`src/rtl/scan_pkg.sv`:
```
// Shared types and helpers for the LED panel scan scheduler.
package scan_pkg;

  localparam int unsigned ON_TICKS_WIDTH = 24;
  localparam int unsigned PROD_WIDTH     = ON_TICKS_WIDTH + 10;

  typedef enum logic [2:0] {
    ST_START,
    ST_SHIFT,
    ST_BLANK,
    ST_LATCH,
    ST_ON
  } scan_state_e;

  // on_ticks = ((base << plane) * (bright + 1)) >> 8
  function automatic logic [ON_TICKS_WIDTH-1:0] calc_on_ticks(
    input logic [2:0]  plane,
    input int unsigned base_ticks,
    input logic [7:0]  bright
  );
    logic [PROD_WIDTH-1:0] prod;
    prod = (PROD_WIDTH'(base_ticks) << plane) * (PROD_WIDTH'(bright) + PROD_WIDTH'(1));
    return ON_TICKS_WIDTH'(prod >> 8);
  endfunction

endpackage

```
`src/rtl/scan_on_timer.sv`:
```
// Loadable down-counter timing the BCM on-period; expired_o is a registered flag.
module scan_on_timer
  import scan_pkg::*;
(
  input  logic                      clk_i,
  input  logic                      reset_i,
  input  logic                      load_i,
  input  logic [ON_TICKS_WIDTH-1:0] load_val_i,
  output logic                      expired_o
);

  logic [ON_TICKS_WIDTH-1:0] count_q, count_d;
  logic                      expired_q;

  always_comb begin
    count_d = count_q;
    if (load_i) begin
      count_d = load_val_i;
    end else if (count_q != '0) begin
      count_d = count_q - ON_TICKS_WIDTH'(1);
    end
  end

  always_ff @(posedge clk_i) begin
    if (reset_i) begin
      count_q   <= '0;
      expired_q <= 1'b1;
    end else begin
      count_q   <= count_d;
      expired_q <= (count_d == '0);
    end
  end

  assign expired_o = expired_q;

endmodule

```
`src/rtl/scan_scheduler.sv`:
```
// Row/bit-plane scan sequencer for one LED panel chain.
// Define SCAN_OVERLAP_EN to shift step k+1 during the on-time of step k.
module scan_scheduler
  import scan_pkg::*;
#(
  parameter int unsigned ROW_ADDR_WIDTH = 3,
  parameter int unsigned PLANES         = 8,
  parameter int unsigned BASE_TICKS     = 8,
  parameter int unsigned BLANK_CYCLES   = 2
) (
  input  logic                      clk,
  input  logic                      reset,
  input  logic [7:0]                global_bright,
  output logic                      shift_start,
  output logic [2:0]                shift_plane,
  output logic [ROW_ADDR_WIDTH-1:0] shift_row,
  input  logic                      shift_done,
  output logic                      frame_start,
  output logic                      latch_out,
  output logic                      enable_out,
  output logic [ROW_ADDR_WIDTH-1:0] addr_out
);

  localparam int unsigned BLANK_W    = (BLANK_CYCLES > 1) ? $clog2(BLANK_CYCLES) : 1;
  localparam logic [2:0]  LAST_PLANE = 3'(PLANES - 1);

  scan_state_e               state_q, state_d;
  logic [BLANK_W-1:0]        blank_cnt_q, blank_cnt_d;
  logic                      done_seen_q, done_seen_d;
  logic [2:0]                plane_q, plane_d;
  logic [ROW_ADDR_WIDTH-1:0] row_q, row_d;
  logic [ROW_ADDR_WIDTH-1:0] addr_q, addr_d;
  logic                      shift_start_q, shift_start_d;
  logic                      frame_start_q, frame_start_d;
  logic                      latch_q, latch_d;

  logic                      timer_load, timer_expired;
  logic                      done_now, shift_go, advance, step_wrap;
  logic [ON_TICKS_WIDTH-1:0] on_ticks;

  assign on_ticks  = calc_on_ticks(plane_q, BASE_TICKS, global_bright);
  // A done pulse in the deciding cycle counts immediately, not one cycle later.
  assign done_now  = done_seen_q | (shift_done & ((state_q == ST_SHIFT) | (state_q == ST_ON)));
  assign step_wrap = (plane_q == LAST_PLANE) && (row_q == '1);

`ifdef SCAN_OVERLAP_EN
  assign shift_go = done_now & timer_expired;
`else
  assign shift_go = done_now;
`endif

  always_comb begin
    state_d       = state_q;
    blank_cnt_d   = blank_cnt_q;
    plane_d       = plane_q;
    row_d         = row_q;
    addr_d        = addr_q;
    shift_start_d = 1'b0;
    frame_start_d = 1'b0;
    latch_d       = 1'b0;
    timer_load    = 1'b0;
    advance       = 1'b0;

    case (state_q)
      ST_START: begin
        shift_start_d = 1'b1;
        frame_start_d = 1'b1;
        state_d       = ST_SHIFT;
      end
      ST_SHIFT: begin
        if (shift_go) begin
          state_d     = ST_BLANK;
          blank_cnt_d = '0;
        end
      end
      ST_BLANK: begin
        if (blank_cnt_q == BLANK_W'(BLANK_CYCLES - 1)) begin
          state_d = ST_LATCH;
          latch_d = 1'b1;
          addr_d  = row_q;
        end else begin
          blank_cnt_d = blank_cnt_q + BLANK_W'(1);
        end
      end
      ST_LATCH: begin
        timer_load = 1'b1;
        state_d    = ST_ON;
`ifdef SCAN_OVERLAP_EN
        advance    = 1'b1;
`endif
      end
      ST_ON: begin
`ifdef SCAN_OVERLAP_EN
        state_d = ST_SHIFT;
`else
        if (timer_expired) begin
          state_d = ST_SHIFT;
          advance = 1'b1;
        end
`endif
      end
      default: state_d = ST_START;
    endcase

    if (advance) begin
      shift_start_d = 1'b1;
      frame_start_d = step_wrap;
      if (plane_q == LAST_PLANE) begin
        plane_d = '0;
        row_d   = row_q + ROW_ADDR_WIDTH'(1);
      end else begin
        plane_d = plane_q + 3'd1;
      end
    end

    done_seen_d = shift_start_d ? 1'b0 : done_now;
  end

  always_ff @(posedge clk) begin
    if (reset) begin
      state_q       <= ST_START;
      blank_cnt_q   <= '0;
      done_seen_q   <= 1'b0;
      plane_q       <= '0;
      row_q         <= '0;
      addr_q        <= '0;
      shift_start_q <= 1'b0;
      frame_start_q <= 1'b0;
      latch_q       <= 1'b0;
    end else begin
      state_q       <= state_d;
      blank_cnt_q   <= blank_cnt_d;
      done_seen_q   <= done_seen_d;
      plane_q       <= plane_d;
      row_q         <= row_d;
      addr_q        <= addr_d;
      shift_start_q <= shift_start_d;
      frame_start_q <= frame_start_d;
      latch_q       <= latch_d;
    end
  end

  // LEDs are lit only while the on-timer is counting.
  scan_on_timer u_on_timer (
    .clk_i      (clk),
    .reset_i    (reset),
    .load_i     (timer_load),
    .load_val_i (on_ticks),
    .expired_o  (timer_expired)
  );

  assign shift_start = shift_start_q;
  assign shift_plane = plane_q;
  assign shift_row   = row_q;
  assign frame_start = frame_start_q;
  assign latch_out   = latch_q;
  assign enable_out  = timer_expired;
  assign addr_out    = addr_q;

endmodule

```
`config.mk`:
```
export PLATFORM = sky130hd
export DESIGN_NAME = scan_scheduler
export DESIGN_NICKNAME = d
export VERILOG_FILES = /design/src/rtl/scan_pkg.sv /design/src/rtl/scan_on_timer.sv /design/src/rtl/scan_scheduler.sv
export SDC_FILE = /design/constraint.sdc
export NUM_CORES = 1
export LEC_CHECK = 0
export CAP_MARGIN = 20
export CORE_MARGIN = 4
export CORE_UTILIZATION = 40
export DETAILED_ROUTE_END_ITERATION = 10
export GPL_ROUTABILITY_DRIVEN = 0
export PLACE_DENSITY = 0.68
export SYNTH_ARGS = -nofsm -noshare
export SYNTH_HDL_FRONTEND = slang
export SYNTH_SLANG_ARGS = --single-unit
```
`constraint.sdc`:
```
create_clock -name clk -period 8.28 [get_ports clk]
set_input_delay 0.828 -clock clk [delete_from_list [all_inputs] [get_ports clk]]
set_output_delay 0.828 -clock clk [all_outputs]
set_load 0.03 [all_outputs]
```
==> results of run 1 <==
state kept, by name (all words and copies together), names as in the netlist:
name                  flops
shift_start               1
shift_row                 3
latch_out                 1
u_on_timer.expired_o      1
state_q                   3
shift_plane               3
blank_cnt_q               1
done_seen_q               1
addr_out                  3
u_on_timer.count_q       24
frame_start               1
stage by stage:
step	total power [W]	worst slack, ns	util (%)	hold WS, ns
2_1_floorplan	0.0006290	2.086	-	0.4571
3_3_place_gp	0.0007105	1.065	44.15	0.4742
3_5_place_dp	0.0007158	0.8791	44.15	0.4811
4_1_cts	0.0009192	1.152	45.46	0.4938
5_1_grt	0.0009869	0.7070	45.46	0.5355
6_report	0.0009212	1.094	45.46	0.4971
metal layers:
layer  GRT usage, %  up-vias  wire length [um]
met3          2.642       17               456
met5              0        -                 0
met4          5.352        0               214
li1               -     1947                 -
met2          27.50       88              5378
met1          21.66     1965              4568
worst reg2reg max path, stage by stage (launching register included):
cell and delay [ns]:
dfxtp_1 0.76, ha_1 0.59, nand2b_1 0.14, fa_1 0.50
inv_1 0.05, fa_1 0.49, inv_1 0.05, fa_1 0.46
fa_1 0.54, inv_1 0.04, ha_1 0.33, o21ai_0 0.36
nor2_1 0.12, o41ai_1 0.68, a21oi_1 0.17, xnor2_1 0.19
a211o_1 0.29, or4_1 0.49, o21ai_1 0.14
cells by family after synthesis:
group                    after synthesis  share of synthesized area, %
XOR/XNOR                              34                         6.315
AND/OR/NAND/NOR                      235                         25.58
multiplexers                           7                         1.512
buffers and inverters                 83                         6.819
flip-flops                            42                         17.83
AO/OA/AOI/OAI                         76                         10.96
adder cells (fa/ha/maj)               91                         30.99
area by class of cell:
type | instances | area share [%]
flip-flops and latches | 42 | 16.13
clock inverters | 3 | 0.4801
clock buffers | 5 | 2.400
well taps | 143 | 3.433
repair buffers | 25 | 4.705
inverters | 65 | 4.681
multi-input cells | 443 | 68.17
how the worst min path moves through the flow:
stage                startpoint     endpoint  slack, ns
floorplan           blank_cnt_q  blank_cnt_q       0.46
finish              blank_cnt_q  blank_cnt_q       0.50
detailed placement  blank_cnt_q  blank_cnt_q       0.48
CTS                 blank_cnt_q  blank_cnt_q       0.49
global placement    blank_cnt_q  blank_cnt_q       0.47
global route        blank_cnt_q  blank_cnt_q       0.54
where the power goes:
part,leakage (nW),switching [W],internal [W],total (W)
Sequential,0.343,0.0000439,0.000238,0.000282
Combinational,1.98,0.000259,0.000178,0.000437
Clock,0.0704,0.0000888,0.000113,0.000202
placed cells by master (no fill, tap or decap), types with 3 or more instances in the layout:
cell              n
ha_1             48
nor3b_1           4
nor4_1            8
fa_1             43
xor2_1           21
or3_1             8
nor2_1           75
o41ai_1           3
a21oi_1          17
and2_1           10
or2_2             6
or4_1             5
nand2_1          40
dfxtp_1          42
inv_1            65
nor2b_1          15
nor3_1           16
o21ai_0          11
xnor2_1          13
o21a_1            3
nand4_1           3
mux2i_1           6
o31a_1            3
and3_1            6
o211ai_1          4
nand2b_1          5
o31ai_1           4
clkbuf_16         5
nand3_1          21
a31oi_1           6
clkdlybuf4s50_1  23
a211oi_1          9
==> impl_metrics.env, run 1 <==
export IMPL_outcome="complete, no violations"
export IMPL_syn_inst=568
export IMPL_wirelength_mm=10.62
export IMPL_route_detailed_drc=0
export IMPL_cts_tree="built"
export IMPL_clock_path_buffers=2
export IMPL_cts_repair_resized=0
export IMPL_start_util_pct=41.12
export IMPL_nFillCells=1127
export IMPL_finalNonFillerCells=726
export IMPL_via_per_inst=5.533
export IMPL_min_period_ns=7.186
export IMPL_cts_buffers_inserted=5
export IMPL_dr_first_iter_drc_count=216
export IMPL_reg2reg_depth=18
export IMPL_multiInputGateArea_mm2=0.003553
export IMPL_crit_start="global_bright[0]"
export IMPL_rsz0062_at_grt="false"
export IMPL_synth_area_top_cells="fa_1 (18%), dfxtp_1 (18%), ha_1 (13%)"
export IMPL_synth_edf_count=0
export IMPL_worst_path_largest_cell_delay_ns=0.68
export IMPL_clock_latency_ns=0.29
export IMPL_yosysSeqAreaShare_pct=17.83
export IMPL_finalMaxSlewViolations=0
export IMPL_power_leakage_nw=2.391
export IMPL_vias=4017
export IMPL_cts_sinks=42
export IMPL_fin_nets=684
export IMPL_fin_crit_sh_pct=86.79
export IMPL_die_w_um=116.6
export IMPL_synth_top_area_share_pct=18.25
export IMPL_finalInstanceArea_mm2=0.005213
export IMPL_clk_pin_slew_ns=0.07
export IMPL_grt_pass1_wl_mm=18.32
export IMPL_rows=39
export IMPL_hp_class="reg2reg"
export IMPL_clock_skew_ns=0.005076
export IMPL_endpoint="u_on_timer.expired_o"
export IMPL_dp_cells=718
export IMPL_async_flop_share_pct=0
export IMPL_slew_headroom_pct=42.18
export IMPL_fin_tns_setup_ns=0
export IMPL_post_synth_top_count_cell="nor2_1"
export IMPL_drtPass1Iterations=4
export IMPL_crit_path_start_kind="input port"
export IMPL_area_growth_pct=10.53
export IMPL_dieHeight_um=116.6
export IMPL_cp_slowest_cell="o41ai_1"
export IMPL_setup_viol=0
export IMPL_syn_area_mm2=0.004716
export IMPL_ir_drop_uv=143.9
export IMPL_wire_per_inst_um=14.62
export IMPL_die_area_mm2=0.01359
export IMPL_holdBufCountCts=0
export IMPL_syn_num_nets=670
export IMPL_syn_mean_instance_area_um2=8.302
export IMPL_io_buffers=23
export IMPL_worst_path_max_fanout=10
export IMPL_r2r_start="shift_plane[2]"
export IMPL_hold_depth=2
export IMPL_crit_family="adder cells"
export IMPL_p_per_area_mw_per_mm2=176.7
export IMPL_dp_hpwl_mm=8.498
export IMPL_finalHoldViolCount=0
export IMPL_grt_pass1_vias=3922
export IMPL_drive_gt1_share_pct=4.460
export IMPL_htreeDepth=2
export IMPL_seq_area_um2=840.8
export IMPL_postCtsSetupBuffers=0
export IMPL_timing_fmax_ghz=0.1392
export IMPL_cts_root_buf="clkbuf_16"
export IMPL_worstSetupEndpointType="flip-flop"
export IMPL_tightest_slew_ns=0.8646
export IMPL_path_depth=20
export IMPL_antenna_found_initial=0
export IMPL_synth_seq_cells=42
export IMPL_timing_rr_end="u_on_timer.expired_o"
export IMPL_n_antenna_cell=0
export IMPL_yosys_area_top_type="fa_1"
export IMPL_synthFlopType="dfxtp_1"
export IMPL_crit_chain="clkdlybuf4s50_1 > and3_1 > nand3_1 > xor2_1 > nor2_1 > fa_1 > fa_1 > inv_1 > fa_1 > fa_1 > inv_1 > ha_1 > o21ai_0 > nor2_1 > o41ai_1 > a21oi_1 > xnor2_1 > a211o_1 > or4_1 > o21ai_1"
export IMPL_required_ns=8.50
export IMPL_post_dp_cell_area_mm2=0.005062
export IMPL_crit_arrival_ns=7.41
export IMPL_criticalPathCategory="in2reg"
export IMPL_grt_overflow_total=0
export IMPL_r2r_slack_ns=1.83
export IMPL_synth_cell_types=59
export IMPL_cap_violations=0
export IMPL_grt_max_degree=29
export IMPL_path_buf_inv=3
export IMPL_grt_use_total_pct=16.42
export IMPL_num_io_pins=24
export IMPL_drtAntennaViolNets=0
export IMPL_yosysWarnings=0
export IMPL_cp_common_cell="fa_1"
export IMPL_coreArea_mm2=0.01147
export IMPL_synthTopCellsByCount="nor2_1 (75), inv_1 (65), ha_1 (48)"
(Power assumes the default switching activity.)
==> run 2: changes to the inputs <==
Settings changed: CTS_CLUSTER_DIAMETER set to 40.
==> results of run 2 <==
No change in the layout: final DEF, timing and power equal those of run 1.
